$ cat src/rtl/mem_arb2.sv
// Two-requester arbiter in front of a single-port RAM with a registered read port.
// One access per cycle, round-robin on conflict, optional ownership locking,
// and a one-cycle tagged return path that routes mem_dout to the issuing requester.
module mem_arb2 #(
  parameter int ADD_WIDTH = 10,
  parameter int DAT_WIDTH = 8
) (
  input  logic                 clk,
  input  logic                 reset_n,
  // requester 0
  input  logic                 req0,
  input  logic                 lock0,
  input  logic                 we0,
  input  logic [ADD_WIDTH-1:0] add0,
  input  logic [DAT_WIDTH-1:0] din0,
  output logic                 ack0,
  output logic [DAT_WIDTH-1:0] rdata0,
  output logic                 rvalid0,
  // requester 1
  input  logic                 req1,
  input  logic                 lock1,
  input  logic                 we1,
  input  logic [ADD_WIDTH-1:0] add1,
  input  logic [DAT_WIDTH-1:0] din1,
  output logic                 ack1,
  output logic [DAT_WIDTH-1:0] rdata1,
  output logic                 rvalid1,
  // single-port RAM
  output logic                 mem_en,
  output logic                 mem_we,
  output logic [ADD_WIDTH-1:0] mem_add,
  output logic [DAT_WIDTH-1:0] mem_din,
  input  logic [DAT_WIDTH-1:0] mem_dout,
  // arbiter state for observation
  output logic [1:0]           dbg_state
);

  // Handshake: a requester raises reqN with we/add/din and holds them stable
  // until the cycle ackN=1; that cycle is exactly one RAM access. One cycle
  // later rvalidN=1 for one cycle with rdataN (read data or written data).

  typedef enum logic [1:0] {
    IDLE = 2'd0,
    OWN0 = 2'd1,
    OWN1 = 2'd2
  } state_t;

  state_t state;
  state_t state_nxt;
  logic   last;
  logic   gnt0;
  logic   gnt1;
  logic   ret_valid;
  logic   ret_owner;
  logic [DAT_WIDTH-1:0] hold0;
  logic [DAT_WIDTH-1:0] hold1;

  // State register plus the round-robin pointer (last requester granted).
  always_ff @(posedge clk or negedge reset_n) begin
    if (!reset_n) begin
      state <= IDLE;
      last  <= 1'b1;
    end else begin
      state <= state_nxt;
      if (ack0)      last <= 1'b0;
      else if (ack1) last <= 1'b1;
    end
  end

  // Grant decision and next state; an owner keeps priority while it requests.
  always_comb begin
    gnt0      = 1'b0;
    gnt1      = 1'b0;
    state_nxt = IDLE;
    case (state)
      IDLE: begin
        // on conflict the requester not granted last wins
        if (req0 && (!req1 || last)) gnt0 = 1'b1;
        else if (req1)               gnt1 = 1'b1;
        if (gnt0 && lock0)      state_nxt = OWN0;
        else if (gnt1 && lock1) state_nxt = OWN1;
      end
      OWN0: begin
        // owner dropping its request costs one idle cycle before re-arbitration
        if (req0) begin
          gnt0 = 1'b1;
          if (lock0) state_nxt = OWN0;
        end
      end
      OWN1: begin
        if (req1) begin
          gnt1 = 1'b1;
          if (lock1) state_nxt = OWN1;
        end
      end
      default: state_nxt = IDLE;
    endcase
  end

  // Acks and the RAM command mux; nothing is issued while reset is held.
  always_comb begin
    ack0    = gnt0 & reset_n;
    ack1    = gnt1 & reset_n;
    mem_en  = ack0 | ack1;
    mem_we  = 1'b0;
    mem_add = '0;
    mem_din = '0;
    if (ack0) begin
      mem_we  = we0;
      mem_add = add0;
      mem_din = din0;
    end else if (ack1) begin
      mem_we  = we1;
      mem_add = add1;
      mem_din = din1;
    end
  end

  // Return tag: which requester owns the data appearing on mem_dout next cycle.
  always_ff @(posedge clk or negedge reset_n) begin
    if (!reset_n) begin
      ret_valid <= 1'b0;
      ret_owner <= 1'b0;
    end else begin
      ret_valid <= mem_en;
      ret_owner <= ack1;
    end
  end

  // Per-requester copy of the last returned data, shown while rvalid is low.
  always_ff @(posedge clk or negedge reset_n) begin
    if (!reset_n) begin
      hold0 <= '0;
      hold1 <= '0;
    end else begin
      if (rvalid0) hold0 <= mem_dout;
      if (rvalid1) hold1 <= mem_dout;
    end
  end

  // Return steering: the RAM output passes straight through in the return cycle.
  always_comb begin
    rvalid0   = ret_valid & ~ret_owner;
    rvalid1   = ret_valid & ret_owner;
    rdata0    = rvalid0 ? mem_dout : hold0;
    rdata1    = rvalid1 ? mem_dout : hold1;
    dbg_state = state;
  end

endmodule

$ cat config.mk
export PLATFORM = sky130hd
export DESIGN_NAME = mem_arb2
export DESIGN_NICKNAME = d
export VERILOG_FILES = /design/src/rtl/mem_arb2.sv
export SDC_FILE = /design/constraint.sdc
export NUM_CORES = 1
export LEC_CHECK = 0
export CAP_MARGIN = 5
export CORE_UTILIZATION = 41
export DETAILED_ROUTE_END_ITERATION = 12
export DONT_BUFFER_PORTS = 1
export GPL_TIMING_DRIVEN = 0
export PLACE_DENSITY_LB_ADDON = 0.15
export SETUP_SLACK_MARGIN = 0.3
export SYNTH_ARGS = -nofsm -noshare
export SYNTH_HDL_FRONTEND = slang
export SYNTH_SLANG_ARGS = --single-unit
$ cat constraint.sdc
create_clock -name clk -period 2.6 [get_ports clk]
set_clock_uncertainty 0.15 [all_clocks]
set_input_delay 0.52 -clock clk [delete_from_list [all_inputs] [get_ports clk]]
set_output_delay 0.52 -clock clk [all_outputs]
set_load 0.005 [all_outputs]
[Yosys cells after proc, flatten, opt, wreduce, memory -nomap -nowiden]
Cells that the tools add are included.
Operators by class
  equal/unequal tests: 2
  muxes and demuxes: 25
  bitwise operators: 6
  reduce and logical (&&, ||, !) cells: 7
Operators with widths (number)
  two-way mux 8 bit: 4
  two-way mux 10 bit: 2
  two-way mux 1 bit: 12
  two-way mux 2 bit: 4
  one-hot mux 2 bit (3 select lines): 1
  bitwise AND 1 bit: 4
  one-hot mux 1 bit (2 select lines): 2
  logical AND 1 bit: 3
  equality test 2 x 1 -> 1 bit, second input constant: 1
  equality test 2 bit, second input constant: 1
  logical NOT 2 bit: 1
  nonzero test 2 bit: 1
  logical NOT 1 bit: 1
  logical OR 1 bit: 1
  inverter 1 bit: 1
  OR 1 bit: 1
Storage, ports and cells
  register bits: 21
  input bits: 52
  output and inout port bits: 42
  word-level logic and storage cells: 46

[Depth between registers and ports, before layout]
Gate-level depths: netlist (run 1).
  depth in word-level cells: 9
  mapped depth: 4
  mapped depth without buffers: 3

[Least setup slack after synthesis (run 1)]
OpenSTA, ideal clock, no wires.
  path kind: input-to-output
  from: in req1
  to: out mem_add[1]
  data arrival time: 1.402 ns
  required time: 1.930 ns
  setup slack: 0.528 ns
  cell stages on the path: 4
  buffers on the path: 1
  path through: or3b_1 > and3_4 > buf_6 > a22o_1
On the way
  elaborated cells between the ends (all ways): 14
  classes of those cells: 9 x mux; 2 x bitwise; 3 x reduce/logical
RTL lines
  start, declared: RTL line 20  | input logic req1,
  logical NOT 1 bit: RTL line 78  | if (req0 && (!req1 || last)) gnt0 = 1'b1;
  logical OR 1 bit: RTL line 78
  logical AND 1 bit: RTL line 78
  two-way mux 1 bit: RTL line 78
  two-way mux 1 bit: RTL line 75  | case (state)
  one-hot mux 1 bit (2 select lines): RTL line 75
  bitwise AND 1 bit: RTL line 102  | ack0 = gnt0 & reset_n;
  named net ack0: RTL line 16  | output logic ack0,
  two-way mux 10 bit: RTL line 108  | if (ack0) begin
  end, declared: RTL line 31  | output logic [ADD_WIDTH-1:0] mem_add,
The timed path passes the listed nets, and every way through them passes these cells. The select of a mux whose other input is x is not followed.

[Final worst setup path (run 1)]
  from: reg state[0], in the netlist dbg_state[0]
  to: out mem_din[4]
On the way
  longest elaborated chain between the ends: 5
  elaborated cells between the ends (all ways): 9
  classes of those cells: 2 x eq/ne; 4 x mux; 2 x bitwise; 1 x reduce/logical
Ends and longest elaborated chain
  start, declared: RTL line 48  | state_t state;
  start signal, assigned: RTL line 64  | state <= state_nxt;
  equality test 2 bit / logical NOT 2 bit (equally long branches): RTL line 75
  one-hot mux 1 bit (2 select lines): RTL line 75
  bitwise AND 1 bit: RTL line 103  | ack1 = gnt1 & reset_n;
  two-way mux 8 bit: RTL line 112  | end else if (ack1) begin
  two-way mux 8 bit (*): RTL line 108
  end, declared: RTL line 32  | output logic [DAT_WIDTH-1:0] mem_din,
Every way passes the cells marked *; elsewhere a longest branch is shown, timed or not.

==> results.sh, run 1 <==
export IMPL_setup_viol=0
export IMPL_status="complete, no violations"
export IMPL_grt_start_max_net_pins=22
export IMPL_cts_max_level=1
export IMPL_holdCritPathClass="in2reg"
export IMPL_vias_per_cell=6.00
export IMPL_slowest_stage="dfrtp_1"
export IMPL_place_hpwl_mm=1.46
export IMPL_fin_cells=110
export IMPL_max_stage_delay_ps=430
export IMPL_fin_crit_ps=2330
export IMPL_clk_path_buf_depth=2
export IMPL_gp_congestion=0.595
export IMPL_peakVddDrop_mv=0.452
export IMPL_grt_pass1_vias=534
export IMPL_antenna_found_initial=0
export IMPL_postSynthAreaPerCell_sq_um=13.3
export IMPL_startpoint_type="flip-flop"
export IMPL_clk_pin_slew_ps=110
export IMPL_grt_use_met3=0.0804
export IMPL_synth_ff_latch_count=21
export IMPL_io_buffers=0
export IMPL_multi_input_area_sq_um=434
export IMPL_ios=94
export IMPL_cp_max_fo=10
export IMPL_dr_pass1_iters=4
export IMPL_worst_pin_slew_ps=913
export IMPL_slew_headroom=0.389
export IMPL_seq_area_sq_um=527
export IMPL_cts_buffers=3
export IMPL_start_util=0.443
export IMPL_path_cells="or3b_1, and3_4, buf_6, a22o_1"
export IMPL_yosys_area_top_type_share=0.501
export IMPL_ys_warnings_count=0
export IMPL_drc=0
export IMPL_powerDensity_nw_per_um2=690
export IMPL_crit_start="dbg_state[0]$_DFF_PN0_"
export IMPL_ys_types=17
export IMPL_diodes=0
export IMPL_vias=660
export IMPL_root_buffer="clkbuf_4"
export IMPL_end_kind="output port"
export IMPL_cts_sinks=21
export IMPL_die_x_um=51.4
export IMPL_max_freq_ghz=0.429
export IMPL_num_fill_cells=221
export IMPL_grt_ovfl_total=0
export IMPL_clock_latency_ps=290
export IMPL_synth_area_top_cells="dfrtp_1 50%, a22o_1 17%, mux2_2 16%"
export IMPL_yosys_area_top_type="dfrtp_1"
export IMPL_syn_num_nets=127
export IMPL_grt_use_total=0.140
export IMPL_grt_pass1_wl_mm=2.59
export IMPL_clockPowerShare=0.197
export IMPL_drtIter0Drc=3
export IMPL_timing_final_hold_violations=0
export IMPL_postLayoutCellArea_sq_um=1090
export IMPL_p_switching_uw=205
export IMPL_worstHoldStart="reset_n"
export IMPL_crit_type="reg2out"
export IMPL_grt_busiest_layer="met2"
export IMPL_slew_violations=0
export IMPL_syn2layout_area_growth_pct=9.26
export IMPL_die_area_sq_um=2640
export IMPL_postRouteWirelength_mm=1.93
export IMPL_combPwrFrac=0.249
export IMPL_ant_nets=0
export IMPL_place_area_sq_um=1030
export IMPL_met2_usage=0.219
export IMPL_cts_tree="built"
export IMPL_syn_inst=75
export IMPL_cp_arrival_ps=1660
export IMPL_reg2reg_from="dbg_state[0]$_DFF_PN0_"
export IMPL_rows=17
export IMPL_seqPwrFrac=0.554
export IMPL_wl_per_cell_um=17.6
export IMPL_maxCapViolations=0
export IMPL_die_y_um=51.4
export IMPL_syn_area_sq_um=1000
export IMPL_period_share=0.896
export IMPL_use_met1=0.168
export IMPL_yosysSeqAreaShare=0.527
export IMPL_layout_drive_gt1_share=0.341
export IMPL_cp_required_ps=1930
export IMPL_intPower_uw=548
export IMPL_setup_tns_ps=0
export IMPL_p_leak_nw=0.492
export IMPL_rsz0062_at_grt="yes"
export IMPL_dp_cells=103
export IMPL_switching_share=0.272
export IMPL_nets=135
export IMPL_core_area_sq_um=2250
## final cells by class
cell class,instances,area share
sequential,21,0.482
multi-input combinational,48,0.397
buffer,5,0.0367
tap,28,0.0321
timing repair buffer,3,0.0229
clock buffer,3,0.0206
clock inverter,1,0.00458
inverter,1,0.00344
## worst paths after layout
check | cells past startpoint | slack [ps] | to
max | 4 | 270 | mem_din[4]
min | 2 | 210 | last$_DFFE_PN1P_
max reg2reg | 4 | 1110 | dbg_state[0]$_DFF_PN0_
min reg2reg | 1 | 380 | hold0[7]$_DFF_PN0_
max in group asynchronous | 1 | 1100 | ret_valid$_DFF_PN0_
min in group asynchronous | 1 | 640 | hold1[6]$_DFF_PN0_
## per-stage QoR
step,hold slack [ps],power [mW],worst slack [ps],util
after floorplan,74.4,0.570,528,-
after global placement,74.9,0.598,492,0.459
after detailed placement,75.0,0.605,476,0.459
after CTS,198,0.768,255,0.479
after global routing,190,0.808,198,0.484
final,214,0.754,270,0.484
## per-layer routing
metal / part of all wire / vias up
li1: - / 300
met1: 0.40 / 322
met2: 0.50 / 38
met3: 0.097 / 0
met4: 0 / 0
met5: 0 / -
## synthesized netlist by cell type, drive strengths merged
library cell and count:
o21a 1, and3 4, nand2 1, nor2b 3
buf 5, a21oi 1, or3b 1, nor2 1
dfstp 1, nand3b 1, a22o 19, mux2 16
dfrtp 20, inv 1
## logic make-up (layout without fill, tap and decap cells)
family          count (synthesis)  after routing  share of synthesized area
flops                          21             21                      0.527
buf+inv                         6             13                     0.0413
simple gates                   11             11                     0.0726
compound gates                 21             21                      0.179
mux                            16             16                      0.180
## registers in the layout, summed over array words and instances, names as in the netlist
signal     flops
hold0          8
hold1          8
dbg_state      2
last           1
ret_owner      1
ret_valid      1
## cell usage in the layout, fill, tap and decap left out
cell and n:
clkbuf_4 3, mux2_1 2, a22o_1 19, buf_4 3
dfrtp_1 20, and3_4 1, dlygate4sd3_1 1, nor2_1 1
clkinv_2 1, and3_1 3, mux2_2 14, dfstp_2 1
inv_1 1, buf_6 2, nand3b_1 1, nand2_1 1
a21oi_1 1, o21a_1 1, nor2b_2 1, or3b_1 1
nor2b_1 2, buf_2 2
## power groups by stage
stage / clock network [mW] / registers, mW / logic, mW
detailed placement: 0 / 0.426 / 0.179
finish: 0.149 / 0.418 / 0.188
global route: 0.178 / 0.425 / 0.205
global placement: 0 / 0.423 / 0.175
floorplan: 0 / 0.419 / 0.151
CTS: 0.160 / 0.418 / 0.189
## repair_timing
| item | 4_1_cts | 5_1_grt |
|---|---|---|
| pin swaps | 20 | 1 |
| cloned | 0 | 0 |
| gates resized for setup | 0 | 3 |
| setup endpoints to repair | 18 | 19 |
| hold buffers | 1 | 0 |
| setup buffers | 1 | 1 |
| endpoints found under the hold margin | 21 | 0 |
## worst max-delay path: cells and delay by family, from the launching register on
| kind | cells | cell delay (ps) |
|---|---|---|
| AOI/OAI and AO/OA | 1 | 230 |
| DFF | 1 | 430 |
| and+or+nand+nor | 2 | 570 |
| buffers and inverters | 1 | 130 |
Power figures use the tool's default switching activity.
==> inputs of run 2 (changes only) <==
--- a/config.mk
+++ b/config.mk
@@ -12,2 +12,3 @@
 export GPL_TIMING_DRIVEN = 0
+export HOLD_SLACK_MARGIN = 0.12
 export PLACE_DENSITY_LB_ADDON = 0.15
==> constraint.sdc (replaced) <==
create_clock -name clk -period 2.6 [get_ports clk]
set_clock_uncertainty 0.15 [all_clocks]
set_input_delay 0.78 -clock clk [delete_from_list [all_inputs] [get_ports clk]]
set_output_delay 0.78 -clock clk [all_outputs]
set_load 0.005 [all_outputs]
==> run 2 against run 1 <==
Effect of this change: the flow now finishes with violations (negative setup slack); clock power about the same; wire length increased by 8.7%; setup slack got worse by 280 ps; critical path depth unchanged; final area increased by 5.0%; maximum frequency decreased by 11%; non-clock buffer count decreased by 1; largest cell class unchanged.
==> results.sh, run 2 (synthesized netlist as in run 1, its figures left out) <==
export IMPL_dp_cells=103
export IMPL_vias=667
export IMPL_cp_max_fo=10
export IMPL_cts_tree="built"
export IMPL_root_buffer="clkbuf_4"
export IMPL_maxCapViolations=0
export IMPL_crit_type="in2out"
export IMPL_max_freq_ghz=0.383
export IMPL_rsz0062_at_grt="yes"
export IMPL_clk_path_buf_depth=2
export IMPL_start_util=0.443
export IMPL_setup_ws_ps=-8.48
export IMPL_powerDensity_nw_per_um2=684
export IMPL_ant_nets=0
export IMPL_grt_use_total=0.149
export IMPL_gp_congestion=0.617
export IMPL_postLayoutCellArea_sq_um=1150
export IMPL_die_x_um=51.4
export IMPL_rows=17
export IMPL_clock_latency_ps=300
export IMPL_postRouteWirelength_mm=2.10
export IMPL_p_leak_nw=0.532
export IMPL_fin_cells=109
export IMPL_peakVddDrop_mv=0.469
export IMPL_drtIter0Drc=5
export IMPL_startpoint_type="input port"
export IMPL_die_y_um=51.4
export IMPL_setup_viol=2
export IMPL_grt_ovfl_total=0
export IMPL_final_cell_mix="20 x dfrtp_1, 19 x a22o_1, 8 x mux2_4, 8 x mux2_2, 4 x buf_6"
export IMPL_slew_headroom=0.415
export IMPL_cts_setup_buffers=0
export IMPL_num_fill_cells=209
export IMPL_holdCritPathClass="in2async"
export IMPL_antenna_found_initial=0
export IMPL_cts_max_level=1
export IMPL_status="finished, violations left"
export IMPL_fin_crit_ps=2610
export IMPL_layout_drive_gt1_share=0.395
export IMPL_worst_pin_slew_ps=875
export IMPL_io_buffers=0
export IMPL_dr_pass1_iters=4
export IMPL_place_hpwl_mm=1.52
export IMPL_grt_pass1_wl_mm=2.84
export IMPL_diodes=0
export IMPL_cts_sinks=21
export IMPL_drc=0
export IMPL_timing_final_hold_violations=0
export IMPL_wl_per_cell_um=19.3
export IMPL_violations="negative setup slack"
export IMPL_vias_per_cell=6.12
export IMPL_period_share=1.00
export IMPL_clk_pin_slew_ps=110
export IMPL_cp_required_ps=1670
export IMPL_layout_commonest_cell="dfrtp_1"
export IMPL_grt_start_max_net_pins=21
export IMPL_grt_pass1_vias=571
export IMPL_core_area_sq_um=2250
export IMPL_syn2layout_area_growth_pct=14.8
export IMPL_place_area_sq_um=1030
export IMPL_slew_violations=0
export IMPL_ios=94
export IMPL_nets=134
export IMPL_die_area_sq_um=2640
export IMPL_cp_arrival_ps=1680
export IMPL_end_kind="output port"
export IMPL_setup_tns_ps=-15.1
export IMPL_cts_buffers=3
run 2: metrics by stage:
step                hold slack [ps]  utilization  setup slack [ps]  total power [mW]
finish                          158        0.509             -8.48             0.785
CTS                             147        0.501             -8.52             0.793
global route                    131        0.509             -45.5             0.834
detailed placement              335        0.459              1.90             0.605
floorplan                       326            -              47.6             0.570
global placement                335        0.459              9.72             0.597
run 2: area by class of cell:
type                    count  area [sq um]  share of cell area
plain buffers               5          48.8              0.0425
clock buffers               3          22.5              0.0196
clock inverters             1          5.00             0.00436
inverters                   1          3.75             0.00327
multi-input cells          48           484               0.422
flip-flops and latches     21           527               0.459
well taps                  28          35.0              0.0305
repair buffers              2          21.3              0.0185
run 2: final timing paths:
path                                        start                 end  slack (ps)  cells after the start
min in group clk               hold0[2]$_DFF_PN0_  hold0[2]$_DFF_PN0_         360                      1
hold reg to reg                hold0[2]$_DFF_PN0_  hold0[2]$_DFF_PN0_         360                      1
max in group asynchronous                 reset_n  hold1[4]$_DFF_PN0_         880                      1
setup reg to reg           dbg_state[0]$_DFF_PN0_    last$_DFFE_PN1P_        1170                      4
setup / recovery                             req1          mem_din[5]          -8                      4
hold / removal                            reset_n    last$_DFFE_PN1P_         160                      0
run 2: routing by layer:
| layer | vias to the layer above | global-route usage | share of wire |
|---|---|---|---|
| met5 | - | 0 | 0 |
| met4 | 0 | 0.0135 | 0 |
| met3 | 0 | 0.0744 | 0.11 |
| met2 | 45 | 0.223 | 0.50 |
| met1 | 324 | 0.200 | 0.39 |
| li1 | 298 | - | - |
run 2: repair_timing:
| action | in CTS | in global routing |
|---|---|---|
| gates cloned | 1 | 0 |
| gates resized for setup | 17 | 4 |
| hold buffers | 1 | 0 |
| hold endpoints to repair | 20 | 0 |
| endpoints found under the setup margin | 37 | 36 |
run 2: power breakdown:
group,total (mW),switching [mW],internal (mW)
Clock,0.150,0.0931,0.0573
Sequential,0.422,0.0227,0.400
Combinational,0.212,0.0997,0.113
run 2: worst max-delay path, stage by stage:
cell and delay (ps):
or3b_4 350, and3_4 180, buf_6 130, a22o_1 230
==> inputs of run 3 (changes only) <==
clock period = 2.3 ns   (was 2.6 ns; I/O delays follow)
==> run 3 against run 2 <==
Effect of this change: sequential share of layout area fell by 3.9 points; wire length rose by 7.0%; critical endpoint is now mem_add[4]; power rose by 19%; sequential cell count did not move; setup slack got worse by 160 ps; sequential power rose by 14%; critical path type is now reg2out; register-to-register slack got worse by 290 ps; the run still ends with negative setup slack left.
==> results.sh, run 3 (synthesized netlist as in run 1, its figures left out) <==
export IMPL_slowest_stage="dfrtp_1"
export IMPL_max_stage_delay_ps=430
export IMPL_slew_headroom=0.409
export IMPL_diodes=0
export IMPL_root_buffer="clkbuf_4"
export IMPL_cts_max_level=1
export IMPL_period_share=1.08
export IMPL_clock_latency_ps=290
export IMPL_p_leak_nw=0.592
export IMPL_grt_pass1_wl_mm=3.04
export IMPL_clk_path_buf_depth=2
export IMPL_timing_final_hold_violations=0
export IMPL_setup_ws_ps=-173
export IMPL_clk_pin_slew_ps=100
export IMPL_rows=17
export IMPL_vias=676
export IMPL_slew_violations=0
export IMPL_io_buffers=0
export IMPL_cts_tree="built"
export IMPL_ios=94
export IMPL_peakVddDrop_mv=0.462
export IMPL_path_cells="or3b_4, and3_4, buf_6, a22o_1"
export IMPL_violations="negative setup slack"
export IMPL_gp_congestion=0.653
export IMPL_die_area_sq_um=2640
export IMPL_die_y_um=51.4
export IMPL_cp_arrival_ps=1630
export IMPL_place_area_sq_um=1040
export IMPL_start_util=0.443
export IMPL_cp_max_fo=10
export IMPL_max_freq_ghz=0.404
export IMPL_ant_nets=0
export IMPL_dr_pass1_iters=2
export IMPL_setup_tns_ps=-3100
export IMPL_worst_pin_slew_ps=883
export IMPL_syn2layout_area_growth_pct=25.7
export IMPL_postLayoutCellArea_sq_um=1260
export IMPL_grt_pass1_vias=611
export IMPL_drc=0
export IMPL_grt_use_total=0.162
export IMPL_fin_util=0.557
export IMPL_postRouteWirelength_mm=2.25
export IMPL_cp_required_ps=1460
export IMPL_vias_per_cell=5.93
export IMPL_dp_slack_ps=-113
export IMPL_die_x_um=51.4
export IMPL_rsz0062_at_grt="yes"
export IMPL_setup_viol=19
export IMPL_powerDensity_nw_per_um2=743
export IMPL_hold_ws_ps=363
export IMPL_cts_sinks=21
export IMPL_end_kind="output port"
export IMPL_crit_type="reg2out"
export IMPL_grt_ovfl_total=0
export IMPL_layout_drive_gt1_share=0.442
export IMPL_cts_buffers=3
export IMPL_grt_start_max_net_pins=22
export IMPL_status="finished, violations left"
export IMPL_holdCritPathClass="reg2reg"
export IMPL_antenna_found_initial=0
export IMPL_maxCapViolations=0
export IMPL_core_area_sq_um=2250
export IMPL_wl_per_cell_um=19.7
export IMPL_final_cell_mix="19 x a22o_1, 19 x dfrtp_1, 16 x mux2_4"
export IMPL_drtIter0Drc=5
export IMPL_place_hpwl_mm=1.60
export IMPL_startpoint_type="flip-flop"
export IMPL_nets=139
export IMPL_fin_crit_ps=2470
## run 3: cell type report
type | instances | area, sq um
fill | 200 | 998
multi-input combinational | 49 | 538
sequential | 21 | 528
timing repair buffer | 6 | 75.1
buffer | 5 | 46.3
tap | 28 | 35.0
clock buffer | 3 | 22.5
inverter | 1 | 6.26
clock inverter | 1 | 5.00
## run 3: final timing paths
kind                                  endpoint                   start  slack [ps]  cells past startpoint
setup / recovery                    mem_add[4]  dbg_state[0]$_DFF_PN0_        -170                      4
hold / removal              hold0[3]$_DFF_PN0_      hold0[3]$_DFF_PN0_         360                      1
setup reg to reg              last$_DFFE_PN1P_  dbg_state[0]$_DFF_PN0_         880                      4
hold reg to reg             hold0[3]$_DFF_PN0_      hold0[3]$_DFF_PN0_         360                      1
max in group asynchronous  ret_owner$_DFF_PN0_                 reset_n         590                      1
min in group asynchronous   hold1[2]$_DFF_PN0_                 reset_n         810                      1
## run 3: power by group
part | total, mW | internal [mW] | switching, mW
logic | 0.288 | 0.162 | 0.126
registers | 0.483 | 0.453 | 0.0300
clock network | 0.163 | 0.0646 | 0.0986
total | 0.934 | 0.679 | 0.254
## run 3: worst max-delay path: cells and delay by family, from the launching register on
family / cells / cell delay, ps
AO/OA/AOI/OAI: 1 / 220
flip-flops: 1 / 430
buffers and inverters: 1 / 140
AND/OR/NAND/NOR: 2 / 560
## run 3: layer usage
layer / up-vias / GRT usage / wire, um
met3: 0 / 0.0685 / 172
met1: 328 / 0.201 / 933
met5: - / 0 / 0
met2: 41 / 0.264 / 1140
li1: 307 / - / -
met4: 0 / 0.0270 / 0
## run 3: stage by stage
stage	total power, mW	cells
2_1_floorplan	0.645	75
3_3_place_gp	0.676	103
3_5_place_dp	0.690	103
4_1_cts	0.949	114
5_1_grt	0.991	114
6_report	0.934	114
## run 3: repair_timing
item / CTS / global route
setup buffers: 4 / 0
endpoints found under the hold margin: 21 / 0
pin swaps: 1 / 0
hold buffers: 1 / 0
setup endpoints to repair: 38 / 39
gates resized for setup: 33 / 2
gates cloned: 2 / 0
==> patch 1, RTL diff (settings of run 3) <==
`DAT_WIDTH`: 8 -> 10.
--- a/src/rtl/mem_arb2.sv
+++ b/src/rtl/mem_arb2.sv
@@ -3,7 +3,7 @@
 // and a one-cycle tagged return path that routes mem_dout to the issuing requester.
 module mem_arb2 #(
   parameter int ADD_WIDTH = 10,
-  parameter int DAT_WIDTH = 8
+  parameter int DAT_WIDTH = 10
 ) (
   input  logic                 clk,
   input  logic                 reset_n,
Interface: changed (6 resized); port bits go from 94 to 106. The function was not compared with the original's and may differ.
==> patch 1 against run 3 <==
  * The run still ends with negative setup slack left
  * Wire length increased by 25%
  * Power is 19% higher
  * Combinational power is 21% higher
  * Largest cell class is now registers
  * Synthesized area is 17% higher
  * Final area increased by 20%
  * Cell count rose by 16%
  * Sequential cell count is 4 higher
  * Worst setup slack lost 0.16 ns
==> patch 1: results (changes against run 3) <==
status: complete, but fails checks
violated checks: negative setup slack
Worst-Skew Late Latency: 0.30 ns
Setup crit start: dbg_state[0]$_DFF_PN0_
Worst R2R Setup Slack: 0.64 ns (-0.24 ns)
post-synthesis mux area share: 19.21% (+1.2 points)
Synth area leaders: dfrtp_1 51%, mux2_2 19%, a22o_1 16%
Worst Tran Pin Value: 1.100 ns (+0.2164 ns)
endpoints failing setup: 22 (+3)
critical path's largest stage delay: 0.46 ns (+0.03 ns)
pin count of the biggest net entering global routing: 26 (+18%)
multi-input logic cell count: 54 (+10%)
worst hold endpoint: hold1[1]$_DFF_PN0_
Post-Place Cells: 118 (+15%)
first-pass GRT wire length: 4.133 mm (+36%)
P_leak: 0.0007444 uW (+26%)
fill count: 225 (+13%)
CLK BUF: 4 (+1)
WL per Instance: 21.30 um (+8.0%)
hold path start: hold1[1]$_DFF_PN0_
crit path kind: flip-flop to output pin
Max Cap Violations: 0 (unchanged)
clk root buf: clkbuf_4
number of non-clock buffers in the layout: 17 (+6)
DRT iter0 DRCs: 32 (+27)
dpl cell area: 0.001230 mm^2 (+19%)
Clock Pin Slew Worst Setup and Hold Paths: 0.12 ns (+0.02 ns)
pre-CTS WS: -0.2211 ns (-0.1082 ns)
Yosys cell types: 16 (-1)
share of post-route cells with drive strength above 1: 48.51% (+4.3 points)
Vias: 829 (+23%)
syn_area_per_cell: 13.48 um^2 (+1.1%)
vias in the first global route: 757 (+24%)
multi-input gate share of total cell area: 40.02% (-2.8 points)
gr usage total: 17.34% (+1.2 points)
Crit-path slowest cell: dfrtp_2
sequential portion of the cell area: 41.85% (-0.18 points)
clock sinks: 25 (+19%)
setup TNS: -6.307 ns (-3.206 ns)
Clock-cell share: 1.747% (-0.44 points)
DP Wirelength: 1.805 mm (+13%)
Num CTS Buffers: 3 (unchanged)
R2R cell count: 6 (+2)
post-CTS setup repair buffer count: 1 (-3)
synth cell count leaders: 24 x dfrtp_1, 21 x a22o_1, 20 x mux2_2
Post-Syn Nets: 145 (+14%)
via/cell ratio: 6.280 (+5.9%)
Max VDD drop: 554.6 uV (+20%)
NonClk Buf Share: 13.56% (+3.9 points)
Final Net Count: 160 (+15%)
Multi-input gate area: 601.8 um^2 (+12%)
Compound-Gate Fraction of Synth Area: 16.76% (-1.1 points)
maximum fanout along the worst path: 6 (-4)
Hold Path Stages: 1 (unchanged)
sequential area share after synthesis: 53.47% (+0.78 points)
Pre-antenna DRT Iters: 4 (+2)
fin worst setup slack: -0.3285 ns (-0.1554 ns)
Final GP Congestion: 0.6919 (+5.9%)
## patch 1: power breakdown
| group | internal (uW) | total (uW) | switching (uW) |
|---|---|---|---|
| sequential | 541 | 577 | 36.5 |
| clock | 67.6 | 184 | 116 |
| combinational | 207 | 349 | 142 |
| total | 815 | 1110 | 294 |
## patch 1: worst max-delay path by stage
stage	endpoint	slack, ns	cells after the start
after floorplan	mem_add[1]	-0.17	5
after global placement	mem_add[1]	-0.22	5
after detailed placement	mem_add[1]	-0.22	5
after CTS	mem_add[5]	-0.34	5
after global routing	mem_add[5]	-0.40	5
final	mem_add[5]	-0.33	5
## patch 1: routing by layer
metal  track usage (%)  part of all wire, %
met5                 0                    0
met4                 0                    0
met3             6.557                  7.2
met2             22.89                   46
met1             28.42                   46
## patch 1: per-stage QoR
step / total power (uW) / hold slack, ns
global route: 1175 / 0.3529
finish: 1110 / 0.3681
floorplan: 775.6 / 0.2444
detailed placement: 822.7 / 0.2450
global placement: 811.7 / 0.2450
CTS: 1112 / 0.3590
==> patch 2, RTL diff (config.mk and constraints of run 3) <==
Made on the original files. Put a register stage on the output `dbg_state`, cleared by the reset. The value now appears one clock later. The other outputs are not delayed to match.
--- a/src/rtl/mem_arb2.sv
+++ b/src/rtl/mem_arb2.sv
@@ -44,6 +44,8 @@
     OWN0 = 2'd1,
     OWN1 = 2'd2
   } state_t;
+
+  logic [1:0] dbg_state_d;
 
   state_t state;
   state_t state_nxt;
@@ -144,7 +146,15 @@
     rvalid1   = ret_valid & ret_owner;
     rdata0    = rvalid0 ? mem_dout : hold0;
     rdata1    = rvalid1 ? mem_dout : hold1;
-    dbg_state = state;
+    dbg_state_d = state;
+  end
+
+  always_ff @(posedge clk or negedge reset_n) begin
+    if (!reset_n) begin
+      dbg_state <= '0;
+    end else begin
+      dbg_state <= dbg_state_d;
+    end
   end
 
 endmodule
Function: changed (a bounded check fails within 4 cycles, from zero or initial values and one cycle with reset_n low).
==> patch 2 against run 3 <==
  * The run still ends with negative setup slack left
  * Wire length rose by 8.6%
  * Synthesized area rose by 5.0%
  * Final area rose by 4.5%
  * Via count rose by 4.9%
  * Worst setup slack improved by 0.0082 ns
  * Sequential power rose by 7.5%
  * Power rose by 5.2%
  * Sequential cell count rose by 2
  * Largest cell class is now registers
  * Largest power group unchanged
==> patch 2: results (changes against run 3) <==
via/cell ratio: 6.008 (+1.3%)
pin count of the biggest net entering global routing: 24 (+9.1%)
CTS H-Tree Depth: 1 (unchanged)
maximum fanout along the worst path: 4 (-6)
Post-Syn Nets: 129 (+1.6%)
critical path's largest stage delay: 0.41 ns (-0.02 ns)
DRT iter0 DRCs: 7 (+2)
CLK BUF: 3 (unchanged)
number of non-clock buffers in the layout: 13 (+2)
Syn Inst Count: 77 (+2.7%)
Final Net Count: 143 (+2.9%)
Clock-cell share: 2.097% (-0.094 points)
WL per Instance: 20.69 um (+4.9%)
Hold Path Stages: 0 (-1)
sequential cell power: 519 uW (+7.5%)
Final Non-Filler Cells: 118 (+3.5%)
vias in the first global route: 668 (+9.3%)
sequential portion of the cell area: 44.04% (+2.0 points)
P_leak: 0.0006366 uW (+7.5%)
hold_ws: 0.2818 ns (-0.08148 ns)
endpoints failing setup: 19 (unchanged)
share of post-route cells with drive strength above 1: 44.44% (+0.26 points)
dpl cell area: 0.001087 mm^2 (+4.8%)
syn_area_per_cell: 13.63 um^2 (+2.3%)
Synth area leaders: dfrtp_1 52%, a22o_1 16%, mux2_2 15%
register area: 578.1 um^2 (+9.5%)
slew margin rel.: 35.43% (-5.5 points)
P_int: 717.2 uW (+5.6%)
NonClk Buf Share: 9.914% (+0.25 points)
Pre-antenna DRT Iters: 6 (+4)
Multi-input gate area: 538.0 um^2 (unchanged)
seq_cells: 23 (+9.5%)
hold path start: dbg_state_d[1]$_DFF_PN0_
post-synthesis async set-or-reset flop share: 100.0% (unchanged)
status: complete, but fails checks
fill count: 222 (+11%)
first-pass GRT wire length: 3.339 mm (+9.8%)
worst hold endpoint: dbg_state[1]$_DFF_PN0_
Final GP Congestion: 0.6823 (+4.4%)
violated checks: negative setup slack
Worst Hold Class: flip-flop to flip-flop
sequential area share after synthesis: 54.95% (+2.3 points)
Post-Place Cells: 105 (+1.9%)
worst r2r src: dbg_state_d[0]$_DFF_PN0_
gr usage total: 17.32% (+1.1 points)
Max VDD drop: 637.8 uV (+38%)
DP Wirelength: 1.667 mm (+4.5%)
Worst R2R Setup Slack: 0.90 ns (+0.02 ns)
setup TNS: -2.839 ns (+0.2623 ns)
synth cell count leaders: 22 x dfrtp_1, 19 x a22o_1, 14 x mux2_2
multi-input logic cell count: 49 (unchanged)
fin worst setup slack: -0.1649 ns (+0.008180 ns)
-- patch 2: changes by cell type after synthesis --
cell and delta:
dfrtp_1 +2
-- patch 2: worst reg2reg max path: stages (launching register included) --
cell and delay (ns):
dfrtp_1 0.41, or3b_1 0.37, and3_4 0.18, buf_2 0.14, nor2_1 0.10
-- patch 2: logic make-up (layout without fill, tap and decap cells) --
kind of cell | after synthesis | after routing | synth area share (%)
flops | 23 | 23 | 54.95
buf+inv | 6 | 18 | 3.932
compound gates | 21 | 21 | 17.04
mux | 16 | 16 | 17.16
simple gates | 11 | 12 | 6.913
-- patch 2: worst max-delay path by stage --
stage | slack, ns | cells past startpoint | startpoint | to
2_1_floorplan | -0.07 | 4 | req1 | mem_add[1]
3_3_place_gp | -0.13 | 4 | req1 | mem_add[5]
3_5_place_dp | -0.13 | 4 | req1 | mem_add[5]
4_1_cts | -0.19 | 4 | last$_DFFE_PN1P_ | mem_add[3]
5_1_grt | -0.24 | 4 | dbg_state_d[0]$_DFF_PN0_ | mem_add[8]
6_report | -0.16 | 4 | dbg_state_d[0]$_DFF_PN0_ | mem_add[2]
-- patch 2: metal layers --
layer	track usage (%)	up-vias	wire, um	part of all wire [%]
met5	0	-	0	0
met4	2.632	0	0	0
met3	7.536	0	203	8.3
met2	26.79	36	1247	51
met1	22.69	357	990	41
li1	-	316	-	-
-- patch 2: per-stage QoR --
stage	power, uW	worst slack, ns
after floorplan	683.5	-0.07237
after global placement	713.9	-0.1274
after detailed placement	724.5	-0.1265
after CTS	995.3	-0.1877
after global routing	1047	-0.2407
final	982.4	-0.1649
-- patch 2: repair_timing --
action	4_1_cts	5_1_grt
pin swaps	3	2
endpoints found under the hold margin	23	0
gates cloned	3	0
endpoints found under the setup margin	39	39
resized for setup	35	4
hold buffers	1	0
buffers inserted	3	2
